<file path="config.mk">
export PLATFORM = sky130hd
export DESIGN_NAME = bool3_sweep_ctrl
export DESIGN_NICKNAME = d
export VERILOG_FILES = /design/src/rtl/bool3_sweep_pkg.sv /design/src/rtl/bool3_settle_timer.sv /design/src/rtl/bool3_sweep_ctrl.sv
export SDC_FILE = /design/constraint.sdc
export NUM_CORES = 1
export LEC_CHECK = 0
export ABC_AREA = 0
export CAP_MARGIN = 10
export CORE_ASPECT_RATIO = 0.7
export CORE_MARGIN = 2
export CORE_UTILIZATION = 35
export CTS_CLUSTER_SIZE = 12
export DETAILED_ROUTE_END_ITERATION = 10
export PLACE_DENSITY = 0.69
export RECOVER_POWER = 100
export SLEW_MARGIN = 20
export SYNTH_ARGS = -nofsm -noshare
export SYNTH_HDL_FRONTEND = slang
export SYNTH_SLANG_ARGS = --single-unit
</file>
<file path="constraint.sdc">
create_clock -name clk -period 1.7 [get_ports clk]
set_clock_uncertainty 0.2 [all_clocks]
set_input_delay 0.34 -clock clk [delete_from_list [all_inputs] [get_ports clk]]
set_output_delay 0.34 -clock clk [all_outputs]
set_load 0.02 [all_outputs]
</file>
<file path="src/rtl/bool3_sweep_pkg.sv">
// Shared types and sizes for the 3-input boolean truth-table sweep controller.
// Holds the controller state encoding and the vector/index/counter widths.
package bool3_sweep_pkg;

    localparam int unsigned NUM_VECTORS = 8;
    localparam int unsigned IDX_W       = 3;
    localparam int unsigned CNT_W       = 8;

    typedef enum logic [1:0] {
        IDLE   = 2'd0,
        SETTLE = 2'd1,
        SAMPLE = 2'd2,
        DONE   = 2'd3
    } state_e;

endpackage

</file>
<file path="src/rtl/bool3_settle_timer.sv">
// Settle timer: counts the cycles a vector has been held on the datapath.
// Ports:
//   clk, rst_n  - clock, asynchronous active-low reset
//   load_i      - clear the count to zero (new vector about to be held)
//   en_i        - count this cycle (controller is settling)
//   expire_c_o  - combinational: this is the last settle cycle of the vector
module bool3_settle_timer
    import bool3_sweep_pkg::*;
#(
    parameter int unsigned SETTLE_CYCLES = 2
) (
    input  logic clk,
    input  logic rst_n,
    input  logic load_i,
    input  logic en_i,
    output logic expire_c_o
);

    logic [CNT_W-1:0] cnt_q;
    logic [CNT_W-1:0] cnt_d;

    // Expiry in the cycle whose count is SETTLE_CYCLES-1, so the vector is held SETTLE_CYCLES cycles.
    assign expire_c_o = en_i && (cnt_q == CNT_W'(SETTLE_CYCLES - 1));

    always_comb begin
        cnt_d = cnt_q;
        if (load_i) begin
            cnt_d = '0;
        end else if (en_i) begin
            cnt_d = cnt_q + CNT_W'(1);
        end
    end

    always_ff @(posedge clk or negedge rst_n) begin
        if (!rst_n) begin
            cnt_q <= '0;
        end else begin
            cnt_q <= cnt_d;
        end
    end

endmodule

</file>
<file path="src/rtl/bool3_sweep_ctrl.sv">
// Deterministic self-checking sweep of a 3-input boolean datapath.
// On start, drives {c,b,a} = 0..7, holds each vector SETTLE_CYCLES cycles, samples
// e_in into tt[idx], then compares tt against EXPECTED and reports pass/fail.
// Ports:
//   clk, rst_n  - clock, asynchronous active-low reset
//   start       - one-cycle sweep request, ignored unless idle
//   e_in        - datapath output e
//   a, b, c     - datapath inputs (vector index bits 0, 1, 2)
//   busy        - sweep in progress, including the done cycle
//   done        - one-cycle completion pulse
//   tt          - captured truth table, bit i = e for vector i
//   pass        - tt matched EXPECTED; held until the next accepted start
//   fail_idx    - first mismatching vector, meaningful only when pass=0
// Build option: define ABORT_ON_MISMATCH_EN to end the sweep at the first mismatch.
module bool3_sweep_ctrl
    import bool3_sweep_pkg::*;
#(
    parameter int unsigned SETTLE_CYCLES = 2,
    parameter logic [7:0]  EXPECTED      = 8'hF8
) (
    input  logic       clk,
    input  logic       rst_n,
    input  logic       start,
    input  logic       e_in,
    output logic       a,
    output logic       b,
    output logic       c,
    output logic       busy,
    output logic       done,
    output logic [7:0] tt,
    output logic       pass,
    output logic [2:0] fail_idx
);

    localparam logic [IDX_W-1:0] LAST_IDX = IDX_W'(NUM_VECTORS - 1);

    state_e                 state_q, state_d;
    logic [IDX_W-1:0]       idx_q, idx_d;
    logic                   busy_q, busy_d;
    logic                   done_q, done_d;
    logic [NUM_VECTORS-1:0] tt_q, tt_d;
    logic                   pass_q, pass_d;
    logic [IDX_W-1:0]       fidx_q, fidx_d;
    logic                   mis_q, mis_d;
    logic                   mismatch;
    logic                   timer_load;
    logic                   timer_expire;

    bool3_settle_timer #(
        .SETTLE_CYCLES (SETTLE_CYCLES)
    ) u_timer (
        .clk        (clk),
        .rst_n      (rst_n),
        .load_i     (timer_load),
        .en_i       (state_q == SETTLE),
        .expire_c_o (timer_expire)
    );

    // Sweep sequencing, truth-table capture and first-mismatch tracking.
    always_comb begin
        state_d    = state_q;
        idx_d      = idx_q;
        busy_d     = busy_q;
        done_d     = 1'b0;
        tt_d       = tt_q;
        pass_d     = pass_q;
        fidx_d     = fidx_q;
        mis_d      = mis_q;
        mismatch   = 1'b0;
        timer_load = 1'b0;

        case (state_q)
            IDLE: begin
                if (start) begin
                    idx_d      = '0;
                    busy_d     = 1'b1;
                    tt_d       = '0;
                    pass_d     = 1'b0;
                    fidx_d     = '0;
                    mis_d      = 1'b0;
                    timer_load = 1'b1;
                    state_d    = SETTLE;
                end
            end

            SETTLE: begin
                if (timer_expire) begin
                    state_d = SAMPLE;
                end
            end

            SAMPLE: begin
                tt_d[idx_q] = e_in;
                mismatch    = (e_in != EXPECTED[idx_q]);
                if (mismatch && !mis_q) begin
                    fidx_d = idx_q;
                    mis_d  = 1'b1;
                end
`ifdef ABORT_ON_MISMATCH_EN
                if (mismatch) begin
                    pass_d  = 1'b0;
                    done_d  = 1'b1;
                    state_d = DONE;
                end else
`endif
                if (idx_q == LAST_IDX) begin
                    pass_d  = (tt_d == EXPECTED);
                    done_d  = 1'b1;
                    state_d = DONE;
                end else begin
                    idx_d      = idx_q + IDX_W'(1);
                    timer_load = 1'b1;
                    state_d    = SETTLE;
                end
            end

            DONE: begin
                busy_d  = 1'b0;
                state_d = IDLE;
            end

            default: begin
                state_d = IDLE;
            end
        endcase
    end

    always_ff @(posedge clk or negedge rst_n) begin
        if (!rst_n) begin
            state_q <= IDLE;
            idx_q   <= '0;
            busy_q  <= 1'b0;
            done_q  <= 1'b0;
            tt_q    <= '0;
            pass_q  <= 1'b0;
            fidx_q  <= '0;
            mis_q   <= 1'b0;
        end else begin
            state_q <= state_d;
            idx_q   <= idx_d;
            busy_q  <= busy_d;
            done_q  <= done_d;
            tt_q    <= tt_d;
            pass_q  <= pass_d;
            fidx_q  <= fidx_d;
            mis_q   <= mis_d;
        end
    end

    // Datapath inputs follow the registered vector index directly.
    assign a        = idx_q[0];
    assign b        = idx_q[1];
    assign c        = idx_q[2];
    assign busy     = busy_q;
    assign done     = done_q;
    assign tt       = tt_q;
    assign pass     = pass_q;
    assign fail_idx = fidx_q;

endmodule

</file>
* Word level (Yosys, flattened, before mapping)
Memories as Yosys holds them, arrays and structs flattened. Cells that the tools add are included.
Operators by class: add/sub/neg operators 2, $mul 0, divide/modulo/power cells 0, $lt $le $gt $ge 2, equal/unequal tests 12, shift operators 0, multiplexer cells 29, bitwise operators 0, reduce and logical (&&, ||, !) cells 14
Operators by type and width (count):
- 2-to-1 mux 8 bit | 3
- one-hot mux 8 bit (2 select lines) | 1
- one-hot mux 3 bit (2 select lines) | 2
- 2-to-1 mux 1 bit | 10
- != test 2 bit (second input constant) | 5
- 2-to-1 mux 3 bit | 3
- AND reduction 3 bit | 3
- adder 8 x 1 -> 8 bit (second input constant) | 1
- bitwise mux 8 bit | 1
- equality test 8 x 1 -> 1 bit (second input constant) | 1
- equality test 8 bit (second input constant) | 1
- one-hot mux 1 bit (2 select lines) | 4
- one-hot mux 2 bit (4 select lines) | 1
- 2-to-1 mux 2 bit | 3
- AND reduction 2 bit | 3
- nonzero test 2 bit | 3
- equality test 2 bit (second input constant) | 2
- < comparator 3 x 4 -> 1 bit (second input constant) | 1
- adder 3 x 1 -> 3 bit (second input constant) | 1
- demux 1 bit (select 3 bit) | 1
- equality test 3 bit (second input constant) | 1
- >= comparator 3 x 1 -> 1 bit (second input constant) | 1
- logical AND 1 bit | 3
- equality test 2 x 1 -> 1 bit (second input constant) | 1
- other kinds (3) | 3
Storage, ports and cells: register bits after elaboration 28, bits in latches 0, memory bits (writable) 0, ROM bits 8, bits of input ports 4, output and inout bits 17, logic and storage cells 69, memories kept 1
Memories:
- (no name shown) | words 8, width 1, rd ports 1, clocked after memory_dff 0, wr ports 0, line bool3_sweep_ctrl.sv:94 | mismatch = (e_in != EXPECTED[idx_q]);

* Longest topological paths before layout
Gate-level depths: netlist of the first run.
depth after elaboration 8, gate-level depth with buffers 8

* By module
From an unflattened synthesis of the first run, not the netlist that was laid out.
Second synthesis, totals: cell total of the unflattened synthesis 164, area, all modules 1591.5 sq um
Modules (own cells, without submodules):
- bool3_sweep_ctrl | instances 1, cells each 122, area each 1158.6 sq um, sequential area each 500.5 sq um
- bool3_settle_timer | instances 1, cells each 42, area each 432.9 sq um, sequential area each 200.2 sq um

* Worst setup path after synthesis of the first run
OpenSTA, ideal clock, no wires.
kind register to register, start point register idx_q[2], end point register fidx_q[1] (netlist: fail_idx[1]), arrival time 1.703 ns, required time 1.376 ns, slack -0.327 ns, cell stages (with the launch flop) 9, clock period less this slack 2.027 ns, cell sequence dfrtp_1 buf_6 inv_1 ha_1 xor2_1 or3_1 buf_2 nand3_1 o21ai_1
Between the ends: word-level cells in the longest chain between the ends 6
RTL lines:
- start, declared | line bool3_sweep_ctrl.sv:38 | logic [IDX_W-1:0] idx_q, idx_d;
- start signal, assigned | line bool3_sweep_ctrl.sv:140 | idx_q <= idx_d;
- memory (8 x 1 bit)
- 2-to-1 mux 1 bit (not written as such) | line bool3_sweep_ctrl.sv:94
- != test 1 bit | line bool3_sweep_ctrl.sv:94
- logical AND 1 bit | line bool3_sweep_ctrl.sv:95 | if (mismatch && !mis_q) begin
- != test 2 bit (no source line)
- AND reduction 3 bit (no source line)
- end signal, assigned | line bool3_sweep_ctrl.sv:145 | fidx_q <= fidx_d;
- end, declared | line bool3_sweep_ctrl.sv:43 | logic [IDX_W-1:0] fidx_q, fidx_d;
No other way between the ends. The select of a mux whose other input is x is not followed. A chain may end at the register's enable or synchronous reset.

* Worst setup path in the final report of the first run
start point register idx_q[1], end point register pass_q (netlist: pass)
Between the ends: word-level cells in the longest chain between the ends 8, elaborated cells between the ends (all ways) 12
RTL lines:
- < comparator 3 x 4 -> 1 bit (not written as such) or >= comparator 3 x 1 -> 1 bit (tied branches) | line bool3_sweep_ctrl.sv:93 | tt_d[idx_q] = e_in;
- logical AND 1 bit (not written as such) | line bool3_sweep_ctrl.sv:93
- 2-to-1 mux 1 bit (not written as such) | line bool3_sweep_ctrl.sv:93
- demux 1 bit (select 3 bit) | line bool3_sweep_ctrl.sv:93
- bitwise mux 8 bit | line bool3_sweep_ctrl.sv:93
- equality test 8 bit | line bool3_sweep_ctrl.sv:107 | pass_d = (tt_d == EXPECTED);
- 2-to-1 mux 1 bit | line bool3_sweep_ctrl.sv:106 | if (idx_q == LAST_IDX) begin
- one-hot mux 1 bit (2 select lines) | line bool3_sweep_ctrl.sv:72 | case (state_q)
- end signal, assigned | line bool3_sweep_ctrl.sv:144 | pass_q <= pass_d;
- end, declared | line bool3_sweep_ctrl.sv:42 | logic pass_q, pass_d;
Several ways; a longest one is shown, not always the timed one. The select of a mux whose other input is x is not followed.

==> key figures, run 1 <==
Critical path
  • Startpoint types: flop
  • Critical Path Slowest Stage Cell: sky130_fd_sc_hd__dfrtp_2
  • Cells along the critical path: buf_6 > buf_4 > nand4b_1 > a21oi_1 > a311oi_1 > o31ai_2
  • Largest fanout of any net on the critical path: 7
  • Delay of the slowest cell on the worst path: 0.44 ns
  • Classification of the worst setup path: flop to flop
  • Category of the worst setup path capture point: flop
  • Data arrival time of the worst path: 1.68 ns
  • Data required, critical path: 1.66 ns

GRT
  • Overall global routing resource usage: 16.3%
  • Global-route wire length before repair: 6.38 mm
  • Via count of the first global-routing pass: 1311
  • Largest net degree at the start of global routing: 29
  • Overflow left after global routing: 0
  • Number of antenna violations at the first check in global routing: 0

Detailed routing
  • Met2 WL: 1.67 mm
  • Drc violations: 0
  • Via-per-instance ratio: 5.13
  • Vias post-DR: 1294
  • Sum of routed wire segments on met1: 1.86 mm
  • Initial DRT Pass Iterations: 4
  • First-iteration detailed-routing DRC count: 89
  • Top metal layer carrying routed signals: met4
  • Antenna Nets Post-Route: 0
  • Final routed wirelength across all metal layers: 3.71 mm
  • Routed length on met3: 168 microns
  • Average wire per cell in the routed design: 14.7 microns

Floorplan
  • Die Y: around 60 microns
  • Area of the die: 0.00501 sq mm
  • Width of the die: 83.8 microns
  • Placeable core region: 0.00430 sq mm
  • Initial Utilization: between 30% and 40%
  • Number of ports placed on the die boundary: 21
  • Number of placement rows: 20

Timing
  • Maximum frequency from static timing analysis: 583 MHz
  • Setup slack of the critical path after layout: -0.0161 ns
  • Worst rel slew slack: between 50 and 60%
  • Number of pins with negative max-slew slack in the final report: 0
  • Final cycle utilization of the critical path: 101%
  • Setup TNS Final: -0.0161 ns
  • Transition time of the tightest slew-check pin: 0.725 ns
  • Unrepaired setup endpoints after global routing: yes
  • Final setup violation count: 1
  • Number of hold violations in the final report: 0
  • Post-layout min period: 1.72 ns

Cells and area
  • Storage cell area: 706 sq um
  • Most common cell after layout, fill and taps aside: sky130_fd_sc_hd__dfrtp_1
  • Ant diodes: 0
  • Area growth from synthesis to layout: 35.1%
  • Commonest non-fill, non-tap cells in the layout: sky130_fd_sc_hd__dfrtp_1 (24), sky130_fd_sc_hd__buf_4 (19), sky130_fd_sc_hd__dlygate4sd2_1 (15)
  • Area of combinational cells with multiple inputs: between 800 and 900 sq um
  • Share of post-route cells with drive strength above 1: 29.9%
  • Fill cell total of the finished layout: 422
  • Number of nets in the layout: 207

Power and ir drop
  • Static leakage: 0.979 nW
  • IR Drop Worst-Case VDD: 0.727 mV
  • Power Total: 2.48 mW
  • Power Dens Cells: roughly 1200 mW/mm^2

CTS
  • Clock network latency to the later pin of the worst-skew pair: about 0.28 ns
  • Clock tree from TritonCTS: yes
  • CTS Buffer Depth: 2
  • Post-CTS repair timing setup buffer count: 0
  • Root buffer cell: sky130_fd_sc_hd__clkbuf_8
  • Total clock sinks: 28
  • CTS H-Tree Depth: 1
  • Clock slew seen by the registers of the worst setup and hold paths: 0.09 ns
  • TritonCTS Buffers: 3

Yosys
  • Fraction of the yosys area taken by sequential cells: 44.9%
  • EDFF count, synth: 0
  • Total nets after synthesis: 165
  • Syn Area/Cell: 9.99 sq um
  • Count of different cell masters after synthesis: 48
  • Post-synth top flop: sky130_fd_sc_hd__dfrtp_1
  • Yosys warnings: 0
  • Dominant cells by area after synthesis: sky130_fd_sc_hd__dfrtp_1 (45%), sky130_fd_sc_hd__ha_1 (4.0%), sky130_fd_sc_hd__xor2_1 (3.9%), sky130_fd_sc_hd__o21ai_0 (3.5%), sky130_fd_sc_hd__nand2_1 (2.9%)
  • Fraction of registers with async set/reset: 100%
  • Synthesized instance count: 156
  • Seq cells post-synth: 28
  • Share of Yosys cell area claimed by the top area cell type: approximately 45%
  • Library cell occupying the most area in the post-synthesis netlist: sky130_fd_sc_hd__dfrtp_1
  • Cell area after synthesis: 0.00156 sq mm

Run
  • Max-Cap Viols: 0

Run status
  • Outcome: complete, but fails checks
  • Violations in the final reports: negative setup slack

Placed design
  • Count of port buffers added during placement: 20
  • HPWL reported at the end of detailed placement: 2.72 mm
  • Final weighted congestion in routability-driven placement: 0.925

Worst hold path
  • Kind of path behind the tightest hold check: flop to flop
-- stage by stage --
| step | std cells | worst slack [ns] | util [%] | cell area (sq um) | hold WS (ns) |
|---|---|---|---|---|---|
| 4_1_cts | 252 | -0.0333 | 48.5 | 2090 | 0.211 |
| 2_1_floorplan | 156 | -0.138 | - | 1610 | -0.156 |
| 5_1_grt | 252 | -0.0603 | 48.9 | 2110 | 0.363 |
| 6_report | 252 | -0.0161 | 48.9 | 2110 | 0.317 |
| 3_3_place_gp | 248 | -0.248 | 46.9 | 2020 | 0.289 |
| 3_5_place_dp | 248 | -0.272 | 46.9 | 2020 | 0.287 |
-- layout make-up --
class	instances	area share [%]
clock buffers	4	2.61
well taps	55	3.27
repair buffers	43	17.3
flip-flops and latches	28	33.5
inverters	9	1.84
multi-input cells	113	41.4
-- worst paths after layout --
| path | startpoint | end | slack [ns] | cells past startpoint |
|---|---|---|---|---|
| setup reg to reg | idx_q[1] | pass | -0.02 | 6 |
| min in group asynchronous | rst_n | fail_idx[1] | 0.44 | 2 |
| hold / removal | mis_q | mis_q | 0.32 | 2 |
| hold reg to reg | mis_q | mis_q | 0.32 | 2 |
| setup / recovery | idx_q[1] | pass | -0.02 | 6 |
| max in group asynchronous | rst_n | state_q[1] | 0.36 | 2 |
-- worst max-delay path, delay by kind of cell (launching register included) --
family	cells	cell delay, ns
AOI/OAI and AO/OA	3	0.58
DFF	1	0.44
buffers and inverters	2	0.29
and+or+nand+nor	1	0.08
-- cell usage after synthesis, types with 2 or more instances --
library cell               instances
sky130_fd_sc_hd__nand4_1           4
sky130_fd_sc_hd__mux2_2            3
sky130_fd_sc_hd__o41ai_1           3
sky130_fd_sc_hd__nor2_1           12
sky130_fd_sc_hd__o22ai_1           3
sky130_fd_sc_hd__buf_2             3
sky130_fd_sc_hd__nand3_1           6
sky130_fd_sc_hd__buf_4             2
sky130_fd_sc_hd__o21ai_1           4
sky130_fd_sc_hd__nand2b_1          2
sky130_fd_sc_hd__and3_1            2
sky130_fd_sc_hd__o21ai_0          11
sky130_fd_sc_hd__a21oi_1           6
sky130_fd_sc_hd__dfrtp_1          28
sky130_fd_sc_hd__ha_1              5
sky130_fd_sc_hd__nand3b_1          4
sky130_fd_sc_hd__a31oi_1           3
sky130_fd_sc_hd__nand2_1          12
sky130_fd_sc_hd__xor2_1            7
sky130_fd_sc_hd__inv_1             8
-- report_power, final --
| part | internal (mW) | total, mW | switching [mW] | leakage, nW |
|---|---|---|---|---|
| sequential | 0.783 | 0.934 | 0.150 | 0.371 |
| combinational | 0.516 | 1.13 | 0.617 | 0.579 |
| clock | 0.208 | 0.418 | 0.210 | 0.0288 |
| total | 1.51 | 2.48 | 0.977 | 0.979 |
-- what timing repair did --
action,4_1_cts,5_1_grt
setup endpoints to repair,22,12
pin swaps,5,2
hold buffers,0,0
gates resized for setup,29,8
-- cells by family after synthesis --
logic type / synth area share [%]
flip-flops: 44.9
XOR/XNOR: 4.49
AO/OA/AOI/OAI: 17.4
buffers and inverters: 4.81
AND/OR/NAND/NOR: 21.4
adder cells (fa/ha/maj): 4.01
multiplexers: 2.89
-- metal layers --
metal  vias up  track usage, %
met5         -               0
met2        24            26.6
met3         3            3.87
li1        645               -
met1       622            22.6
met4         0            3.00
-- registers in the layout (all words and copies together), names as in the netlist, 2 cells and up --
| name | count |
|---|---|
| fail_idx | 3 |
| idx_q | 3 |
| state_q | 2 |
| tt | 8 |
| u_timer.cnt_q | 8 |
Note: power is estimated with default switching activity, not from simulation.
==> run 2, diff against run 1 <==
CTS_BUF_LIST = sky130_fd_sc_hd__clkbuf_4 sky130_fd_sc_hd__clkbuf_8   (was not set)
==> results of run 2 <==
Final layout, timing and power as in run 1 (identical DEF).
==> run 3, diff against run 2 <==
MAX_ROUTING_LAYER = met4   (was not set)
PLACE_DENSITY = 0.67   (was 0.69)
clock period = 1.9 ns   (was 1.7 ns; I/O delays follow)
==> key figures, run 3 (synthesis results as in run 1) <==
Floorplan
  • Initial Utilization: a little over a third
  • Placeable core region: 0.00430 sq mm
  • Number of placement rows: 20
  • Width of the die: 83.8 microns
  • Number of ports placed on the die boundary: 21
  • Area of the die: 0.00501 sq mm
  • Die Y: ~60 microns

Detailed routing
  • First-iteration detailed-routing DRC count: between 100 and 150
  • Antenna Nets Post-Route: 0
  • Initial DRT Pass Iterations: 4
  • Drc violations: 0
  • Vias post-DR: 1231
  • Average wire per cell in the routed design: 14.4 microns
  • Via-per-instance ratio: 5.17
  • Final routed wirelength across all metal layers: between 3 and 4 mm

Critical path
  • Buffers plus inverters on the worst setup path: 1
  • Startpoint types: flop
  • Worst R2R Path Depth: 6
  • Critical Path Slowest Stage Cell: sky130_fd_sc_hd__clkdlybuf4s50_1
  • Category of the worst setup path capture point: output port
  • Internal reg-to-reg setup slack: 0.10 ns
  • Top delay family on crit path: buffers and inverters
  • Cells along the critical path: clkdlybuf4s50_1
  • Classification of the worst setup path: flop to output port
  • Largest fanout of any net on the critical path: 3
  • R2r endpoint: idx_q[1]
  • Data arrival time of the worst path: approximately 1.3 ns
  • Delay of the slowest cell on the worst path: approximately 0.6 ns
  • Data required, critical path: 1.32 ns
  • Worst R2R Start: idx_q[0]

Timing
  • Final setup violation count: 0
  • Unrepaired setup endpoints after global routing: no
  • Final cycle utilization of the critical path: 96.8%
  • Maximum frequency from static timing analysis: 544 MHz
  • Setup TNS Final: 0 ns
  • Transition time of the tightest slew-check pin: 0.700 ns
  • Worst rel slew slack: approximately 53%
  • Number of pins with negative max-slew slack in the final report: 0
  • Post-layout min period: 1.84 ns
  • Number of hold violations in the final report: 0

Worst hold path
  • Hold worst-path end: mis_q
  • Instance count along the most critical hold path: 2
  • Origin of the worst min-delay path: mis_q
  • Kind of path behind the tightest hold check: flop to flop

Cells and area
  • Fill cell total of the finished layout: between 400 and 500
  • Share of post-route cells with drive strength above 1: 15.3%
  • Area of combinational cells with multiple inputs: between 700 and 800 sq um
  • Ant diodes: 0
  • Number of nets in the layout: between 150 and 200
  • Utilization after layout: 43.1%
  • Most common cell after layout, fill and taps aside: sky130_fd_sc_hd__dfrtp_1
  • Area growth from synthesis to layout: 19.0%
  • Storage cell area: 704 sq um
  • Commonest non-fill, non-tap cells in the layout: sky130_fd_sc_hd__dfrtp_1 (25), sky130_fd_sc_hd__nor2_1 (12), sky130_fd_sc_hd__nand2_1 (12)
  • Post-route standard cell area excluding fillers: 0.00186 sq mm

CTS
  • Hold_buf cts: 0
  • Clock slew seen by the registers of the worst setup and hold paths: 0.09 ns
  • Total clock sinks: 28
  • Clock tree from TritonCTS: yes
  • Clock network latency to the later pin of the worst-skew pair: approximately 0.28 ns
  • Root buffer cell: sky130_fd_sc_hd__clkbuf_8
  • TritonCTS Buffers: 3
  • CTS H-Tree Depth: 1
  • CTS Buffer Depth: 2

GRT
  • Number of antenna violations at the first check in global routing: 0
  • Overall global routing resource usage: 16.0%
  • Via count of the first global-routing pass: around 1200
  • Global-route wire length before repair: 6.07 mm
  • Largest net degree at the start of global routing: 29
  • Overflow left after global routing: 0

Power and ir drop
  • Switching fraction of total power: 39.9%
  • Static leakage: 0.825 nW
  • Clock power share: 18.6%
  • Net load switching power: 791 uW
  • Power Dens Cells: between 1000 and 1500 mW/mm^2
  • Power share of the sequential group: around two fifths
  • Share of total power in combinational logic: 39.6%
  • Internal power: 1.19 mW
  • IR Drop Worst-Case VDD: 0.577 mV

Run status
  • Outcome: finished, final reports clean

Placed design
  • Placed Area: 0.00186 sq mm
  • Final weighted congestion in routability-driven placement: 0.763
  • HPWL reported at the end of detailed placement: 2.48 mm
  • Count of port buffers added during placement: 20

Run
  • Max-Cap Viols: 0
## run 3: cell count changes in the layout (fill, tap and decap cells not counted), sizes merged
| cell | before | now |
|---|---|---|
| clkbuf | 5 | 12 |
| dlygate4sd2 | 15 | 5 |
| clkdlybuf4s15 | 2 | 0 |
| buf | 22 | 7 |
| clkdlybuf4s50 | 2 | 8 |
## run 3: worst max-delay path by stage
stage / depth (start not counted) / start / slack [ns] / endpoint
2_1_floorplan: 8 / idx_q[2] / 0.009 / fail_idx[1]
3_3_place_gp: 5 / e_in / -0.08 / fail_idx[0]
3_5_place_dp: 5 / e_in / -0.10 / fail_idx[1]
4_1_cts: 1 / tt[1] / 0.004 / tt[1]
5_1_grt: 1 / tt[3] / 0.0004 / tt[3]
6_report: 1 / tt[5] / 0.06 / tt[5]
## run 3: layout make-up
class	count	area share, %
well taps	55	3.71
flip-flops and latches	28	38.0
repair buffers	29	11.9
inverters	9	1.82
clock buffers	4	2.97
multi-input cells	113	41.6
## run 3: routing by layer
metal | vias to the layer above | global-route usage (%) | routed length, microns
met3 | 4 | 3.87 | 231
li1 | 622 | - | -
met1 | 572 | 23.7 | 1790
met4 | 0 | 4.84 | 38
met2 | 33 | 21.3 | 1360
met5 | - | - | 0
## run 3: repair_timing
item,4_1_cts,5_1_grt
gates resized for setup,5,7
endpoints found under the setup margin,5,9
hold endpoints to repair,0,0
pin swaps,0,0
setup buffers,0,0
## run 3: stage by stage
| step | power (mW) | setup slack [ns] | hold WS (ns) | cells |
|---|---|---|---|---|
| final | 1.98 | 0.0615 | 0.292 | 238 |
| after detailed placement | 1.68 | -0.103 | 0.268 | 234 |
| after floorplan | 1.39 | 0.00885 | -0.116 | 156 |
| after global routing | 2.16 | 0.000375 | 0.315 | 238 |
| after CTS | 2.06 | 0.00355 | 0.278 | 238 |
| after global placement | 1.67 | -0.0754 | 0.260 | 234 |
## run 3: power groups by stage
stage / clock [mW] / combinational [mW] / sequential, mW
2_1_floorplan: 0 / 0.532 / 0.863
3_5_place_dp: 0 / 0.834 / 0.846
3_3_place_gp: 0 / 0.824 / 0.841
5_1_grt: 0.418 / 0.887 / 0.853
6_report: 0.368 / 0.786 / 0.831
4_1_cts: 0.391 / 0.831 / 0.835
